==> src/rtl/mips_pkg.sv <==
// Shared MIPS datapath definitions.
// Holds the 2-bit immediate-extension mode encoding used by both the decoder
// (which drives in_mode) and the immediate-extension stage.
package mips_pkg;

  typedef enum logic [1:0] {
    EXT_SEXT  = 2'd0,  // sign extend
    EXT_ZEXT  = 2'd1,  // zero extend
    EXT_UPPER = 2'd2,  // immediate in the top bits, zeros below
    EXT_BOFF  = 2'd3   // sign extend then shift left 2 (branch offset)
  } ext_mode_e;

endpackage

==> src/rtl/imm_extend_pipe_if.sv <==
// Handshake bundle for imm_extend_pipe.
// Upstream side : in_valid, in_ready, in_imm, in_mode
// Downstream side: out_valid, out_ready, out_data, out_neg
// Modport slave is the stage itself; master is the driver/sink around it.
interface imm_extend_pipe_if #(
  parameter int SIZE_IN  = 16,
  parameter int SIZE_OUT = 32
);

  logic                in_valid;
  logic                in_ready;
  logic [SIZE_IN-1:0]  in_imm;
  logic [1:0]          in_mode;
  logic                out_valid;
  logic                out_ready;
  logic [SIZE_OUT-1:0] out_data;
  logic                out_neg;

  modport slave (
    input  in_valid, in_imm, in_mode, out_ready,
    output in_ready, out_valid, out_data, out_neg
  );

  modport master (
    output in_valid, in_imm, in_mode, out_ready,
    input  in_ready, out_valid, out_data, out_neg
  );

endinterface

==> src/rtl/ext_unit.sv <==
// Combinational immediate extender.
// Ports: imm (SIZE_IN raw immediate), mode (2-bit ext_mode_e encoding),
//        result (SIZE_OUT extended operand).
module ext_unit
  import mips_pkg::*;
#(
  parameter int SIZE_IN  = 16,
  parameter int SIZE_OUT = 32
) (
  input  logic [SIZE_IN-1:0]  imm,
  input  logic [1:0]          mode,
  output logic [SIZE_OUT-1:0] result
);

  localparam int PAD = SIZE_OUT - SIZE_IN;

  logic [SIZE_OUT-1:0] sext;

  assign sext = {{PAD{imm[SIZE_IN-1]}}, imm};

  always_comb begin
    result = '0;
    case (mode)
      EXT_SEXT:  result = sext;
      EXT_ZEXT:  result = {{PAD{1'b0}}, imm};
      EXT_UPPER: result = {imm, {PAD{1'b0}}};
      EXT_BOFF:  result = {sext[SIZE_OUT-3:0], 2'b00};
      default:   result = '0;
    endcase
  end

endmodule

==> src/rtl/imm_extend_pipe.sv <==
// Handshaked immediate-extension stage between decode and execute.
// Ports: clk, rst_n (async active-low), flush (sync, drops held entries),
//        bus (imm_extend_pipe_if.slave: in_valid/in_ready/in_imm/in_mode
//        upstream, out_valid/out_ready/out_data/out_neg downstream).
// The operand is extended on the input side; only extended results are held,
// in a main output register backed by one skid register.
module imm_extend_pipe
  import mips_pkg::*;
#(
  parameter int SIZE_IN  = 16,
  parameter int SIZE_OUT = 32
) (
  input  logic                clk,
  input  logic                rst_n,
  input  logic                flush,
  imm_extend_pipe_if.slave    bus
);

  if (SIZE_OUT < SIZE_IN + 2) begin : g_size_check
    $error("imm_extend_pipe: SIZE_OUT must be at least SIZE_IN + 2");
  end

  logic [SIZE_OUT-1:0] ext_result;
  logic                main_valid;
  logic [SIZE_OUT-1:0] main_data;
  logic                main_neg;
  logic                skid_valid;
  logic [SIZE_OUT-1:0] skid_data;
  logic                accept;
  logic                emit;

  ext_unit #(
    .SIZE_IN  (SIZE_IN),
    .SIZE_OUT (SIZE_OUT)
  ) u_ext (
    .imm    (bus.in_imm),
    .mode   (bus.in_mode),
    .result (ext_result)
  );

  // in_ready depends only on registered state, never on out_ready.
  assign bus.in_ready  = ~skid_valid;
  assign bus.out_valid = main_valid;
  assign bus.out_data  = main_data;
  assign bus.out_neg   = main_neg;

  assign accept = bus.in_valid & ~skid_valid;
  assign emit   = main_valid & bus.out_ready;

  always_ff @(posedge clk or negedge rst_n) begin
    if (!rst_n) begin
      main_valid <= 1'b0;
      main_data  <= '0;
      main_neg   <= 1'b0;
      skid_valid <= 1'b0;
      skid_data  <= '0;
    end else if (flush) begin
      main_valid <= 1'b0;
      skid_valid <= 1'b0;
    end else if (!main_valid || (emit && !skid_valid)) begin
      // Main is free this edge: it takes the new input or goes empty.
      main_valid <= accept;
      if (accept) begin
        main_data <= ext_result;
        main_neg  <= ext_result[SIZE_OUT-1];
      end
    end else if (emit) begin
      // Skid is full here, so in_ready was low and nothing is accepted.
      main_data  <= skid_data;
      main_neg   <= skid_data[SIZE_OUT-1];
      skid_valid <= 1'b0;
    end else if (accept) begin
      skid_data  <= ext_result;
      skid_valid <= 1'b1;
    end
  end

endmodule

==> src/flat_wrapper.sv <==
// flat-port wrapper written by rule: the top's interface ports become plain ports
module imm_extend_pipe_flat import mips_pkg::*;
#(
  parameter int SIZE_IN  = 16,
  parameter int SIZE_OUT = 32
)
  (clk, rst_n, flush, bus_in_valid, bus_in_imm, bus_in_mode, bus_out_ready, bus_in_ready, bus_out_valid, bus_out_data, bus_out_neg);
  imm_extend_pipe_if #(.SIZE_IN(SIZE_IN), .SIZE_OUT(SIZE_OUT)) bus_i ();
  input  logic clk;
  input  logic rst_n;
  input  logic flush;
  input wire logic [$bits(bus_i.in_valid)-1:0] bus_in_valid;
  input wire logic [$bits(bus_i.in_imm)-1:0] bus_in_imm;
  input wire logic [$bits(bus_i.in_mode)-1:0] bus_in_mode;
  input wire logic [$bits(bus_i.out_ready)-1:0] bus_out_ready;
  output wire logic [$bits(bus_i.in_ready)-1:0] bus_in_ready;
  output wire logic [$bits(bus_i.out_valid)-1:0] bus_out_valid;
  output wire logic [$bits(bus_i.out_data)-1:0] bus_out_data;
  output wire logic [$bits(bus_i.out_neg)-1:0] bus_out_neg;
  assign bus_i.in_valid = bus_in_valid;
  assign bus_i.in_imm = bus_in_imm;
  assign bus_i.in_mode = bus_in_mode;
  assign bus_i.out_ready = bus_out_ready;
  assign bus_in_ready = bus_i.in_ready;
  assign bus_out_valid = bus_i.out_valid;
  assign bus_out_data = bus_i.out_data;
  assign bus_out_neg = bus_i.out_neg;
  imm_extend_pipe #(.SIZE_IN(SIZE_IN), .SIZE_OUT(SIZE_OUT)) u_core (.clk(clk), .rst_n(rst_n), .flush(flush), .bus(bus_i));
endmodule
==> config.mk <==
export PLATFORM = sky130hd
export DESIGN_NAME = imm_extend_pipe_flat
export DESIGN_NICKNAME = d
export VERILOG_FILES = /design/src/rtl/mips_pkg.sv /design/src/rtl/imm_extend_pipe_if.sv /design/src/rtl/ext_unit.sv /design/src/rtl/imm_extend_pipe.sv /design/src/flat_wrapper.sv
export SDC_FILE = /design/constraint.sdc
export NUM_CORES = 1
export LEC_CHECK = 0
export CAP_MARGIN = 20
export CORE_ASPECT_RATIO = 1.25
export CORE_MARGIN = 5
export CORE_UTILIZATION = 40
export DETAILED_ROUTE_END_ITERATION = 6
export RECOVER_POWER = 50
export SLEW_MARGIN = 20
export SYNTH_ARGS = -nofsm -noshare
export SYNTH_HDL_FRONTEND = slang
export SYNTH_SLANG_ARGS = --single-unit
==> constraint.sdc <==
create_clock -name clk -period 4.1 [get_ports clk]
set_clock_uncertainty 0.2 [all_clocks]
set_input_delay 0.615 -clock clk [delete_from_list [all_inputs] [get_ports clk]]
set_output_delay 0.615 -clock clk [all_outputs]
set_load 0.02 [all_outputs]
==> impl_metrics.toml <==
[status]
status = "finished, violations left"
violations = "max-capacitance violations, max-slew violations"

[setup_path]
cp-end-kind = "flip-flop"
arrival_ns = 2.87
crit_fanout = 19
required_ns = 4.16
worstSetupStartpointType = "primary input"
path_class = "primary input to flip-flop"

[drt]
viasPerCell = 5.36
post_drt_wl_per_cell_um = 16.3
drc_errors = 0
wirelength_mm = 8.08
vias = 2657
antenna_left = 0
dr.pass1.iters = 4
drtIter0Drc = 175

[die]
die_area_um2 = 9660
core_um2 = 7700
start_util = 0.404
die-height_um = 109
dieWidth_um = 88.9
boundaryPins = 58
rows = 36

[sta]
slew_headroom = -0.161
final-setup-viol-count = 0
hold_violations = 0
rsz0062_at_grt = "false"
setup-tns-final_ns = 0
fin_crit_sh = 0.686
fin_crit_ns = 2.81
holdWs_ns = 0.270
slew_violations = 32
max_freq_mhz = 356
tightest_slew_ns = 1.74
fin_ws_ns = 1.29

[synth]
yosysWarnings = 0
syn_inst = 350
synth_cell_types = 32
ys_seq_elements = 66
synth_area_um2 = 3120
syn-num-nets = 373
ys_seq_area_frac = 0.530
syn_area_per_cell_um2 = 8.90

[power_and_ir_drop]
pwr-share-comb = 0.275
switching_share = 0.318
power_density_nw_per_um2 = 492
power_leakage_nw = 1.72
p_sw_uw = 611
p_total_mw = 1.92
seqPwrFrac = 0.461
clock_power_share = 0.264
ir_drop_uv = 220
p_int_mw = 1.31

[cts]
ctsHoldBuffers = 0
clock_sinks = 66
numCtsBuffers = 9
clockBufferDepth = 2
h-tree-depth = 3
cts_resized = 0
cts_setup_buffers = 0
cts_tree = "done"
clk_latency_ns = 0.34
clkTransAtPathRegs_ns = 0.07
clock-root-buffer = "clkbuf_8"

[grt]
grt_pass1_wl_mm = 13.3
use_met2 = 0.266
grt_max_degree = 65
grt.overflow.total = 0
grtUsageMet3 = 0.0393
grt_pass1_vias = 2580
use_met1 = 0.250
busiest_layer = "met2"
grt_antenna_before_repair = 0
grtUsageTotal = 0.180

[finish]
area_growth_pct = 25.3
layout_commonest_cell = "dfrtp_1"
diodes = 0
fin_nets = 419
drive_gt1_frac = 0.0698
stdcell_area_um2 = 3900
layout_common_cells = "66 x dfrtp_1, 63 x nand2_1, 44 x nor2_1"

[worst_hold_path]
hp-class = "flip-flop to flip-flop"

[place]
hpwl_mm = 5.38
place_area_um2 = 3730
port_buffers = 57
dp_worst_setup_slack_ns = 0.958
routabilityCongestion = 0.754

[run]
cap_violations = 1
final timing paths:
path | cells past startpoint | slack [ns] | start | end
setup / recovery | 5 | 1.29 | bus_in_mode[0] | u_core.bus.out_data[2]
hold / removal | 2 | 0.27 | u_core.bus.out_data[9] | u_core.bus.out_data[9]
setup reg to reg | 4 | 1.80 | u_core.skid_valid | u_core.skid_data[31]
hold reg to reg | 2 | 0.27 | u_core.bus.out_data[9] | u_core.bus.out_data[9]
max in group asynchronous | 2 | 1.47 | rst_n | u_core.bus.out_data[10]
min in group asynchronous | 1 | 0.52 | rst_n | u_core.bus.out_data[5]
critical path, cell delays in order:
cell and delay [ns]:
clkdlybuf4s50_1 0.86, and2_0 0.74, a22oi_1 0.19, mux2_2 0.31, o21ai_0 0.15
cell usage after synthesis:
library cell,n,area share
nand2b_1,3,0.0060
buf_4,2,0.0048
nand2_1,63,0.076
nor2_1,44,0.053
a31oi_1,1,0.0020
o22ai_1,14,0.028
nor2b_1,4,0.0080
buf_2,12,0.019
a21boi_0,1,0.0024
and3_1,1,0.0020
and2_0,1,0.0020
clkbuf_1,11,0.013
mux2_2,4,0.014
nand3_1,3,0.0048
o21ai_1,18,0.029
or4_1,1,0.0024
o21ai_0,13,0.021
nor3_1,1,0.0016
and2_1,13,0.026
nor4_1,1,0.0020
o31ai_1,13,0.031
buf_6,3,0.011
buf_1,1,0.0012
inv_1,4,0.0048
o21ai_2,1,0.0028
a22oi_1,13,0.031
nand3b_1,1,0.0024
inv_2,1,0.0012
a21oi_1,32,0.051
dfrtp_1,66,0.53
mux2i_1,3,0.0096
o221ai_2,1,0.0048
cell families (layout without fill, tap and decap cells):
group / count (synthesis) / after routing / share of synthesized area
DFF: 66 / 66 / 0.530
and+or+nand+nor: 136 / 136 / 0.186
buffers and inverters: 34 / 85 / 0.0554
muxes: 7 / 7 / 0.0241
AOI/OAI and AO/OA: 107 / 107 / 0.204
final cells by class:
cell class / count / area [µm²]
multi-input cells: 250 / 1310
well taps: 95 / 119
flip-flops and latches: 66 / 1650
repair buffers: 64 / 623
clock buffers: 14 / 173
inverters: 5 / 18.8
clock inverters: 2 / 10.0
fillers: 712 / 3800
metal layers:
metal	routed length (µm)	part of all wire	up-vias
li1	-	-	1293
met1	3660	0.45	1277
met2	3740	0.46	72
met3	478	0.059	15
met4	197	0.024	0
met5	0	0	-
per-stage QoR:
| step | util | std cells |
|---|---|---|
| after CTS | 0.508 | 496 |
| final | 0.507 | 496 |
| after detailed placement | 0.484 | 480 |
| after global routing | 0.507 | 496 |
| after global placement | 0.484 | 480 |
| after floorplan | - | 350 |
state kept, by name, indices dropped and copies added (netlist names):
name / count
u_core.skid_valid: 1
u_core.bus.out_valid: 1
u_core.bus.out_data: 32
u_core.skid_data: 32
power groups by stage:
| stage | Combinational, mW | Clock (mW) | Sequential, mW |
|---|---|---|---|
| 3_5_place_dp | 0.549 | 0 | 0.899 |
| 2_1_floorplan | 0.216 | 0 | 0.975 |
| 4_1_cts | 0.550 | 0.518 | 0.888 |
| 6_report | 0.528 | 0.507 | 0.886 |
| 5_1_grt | 0.587 | 0.550 | 0.906 |
| 3_3_place_gp | 0.541 | 0 | 0.893 |
Power figures use the tool's default switching activity.
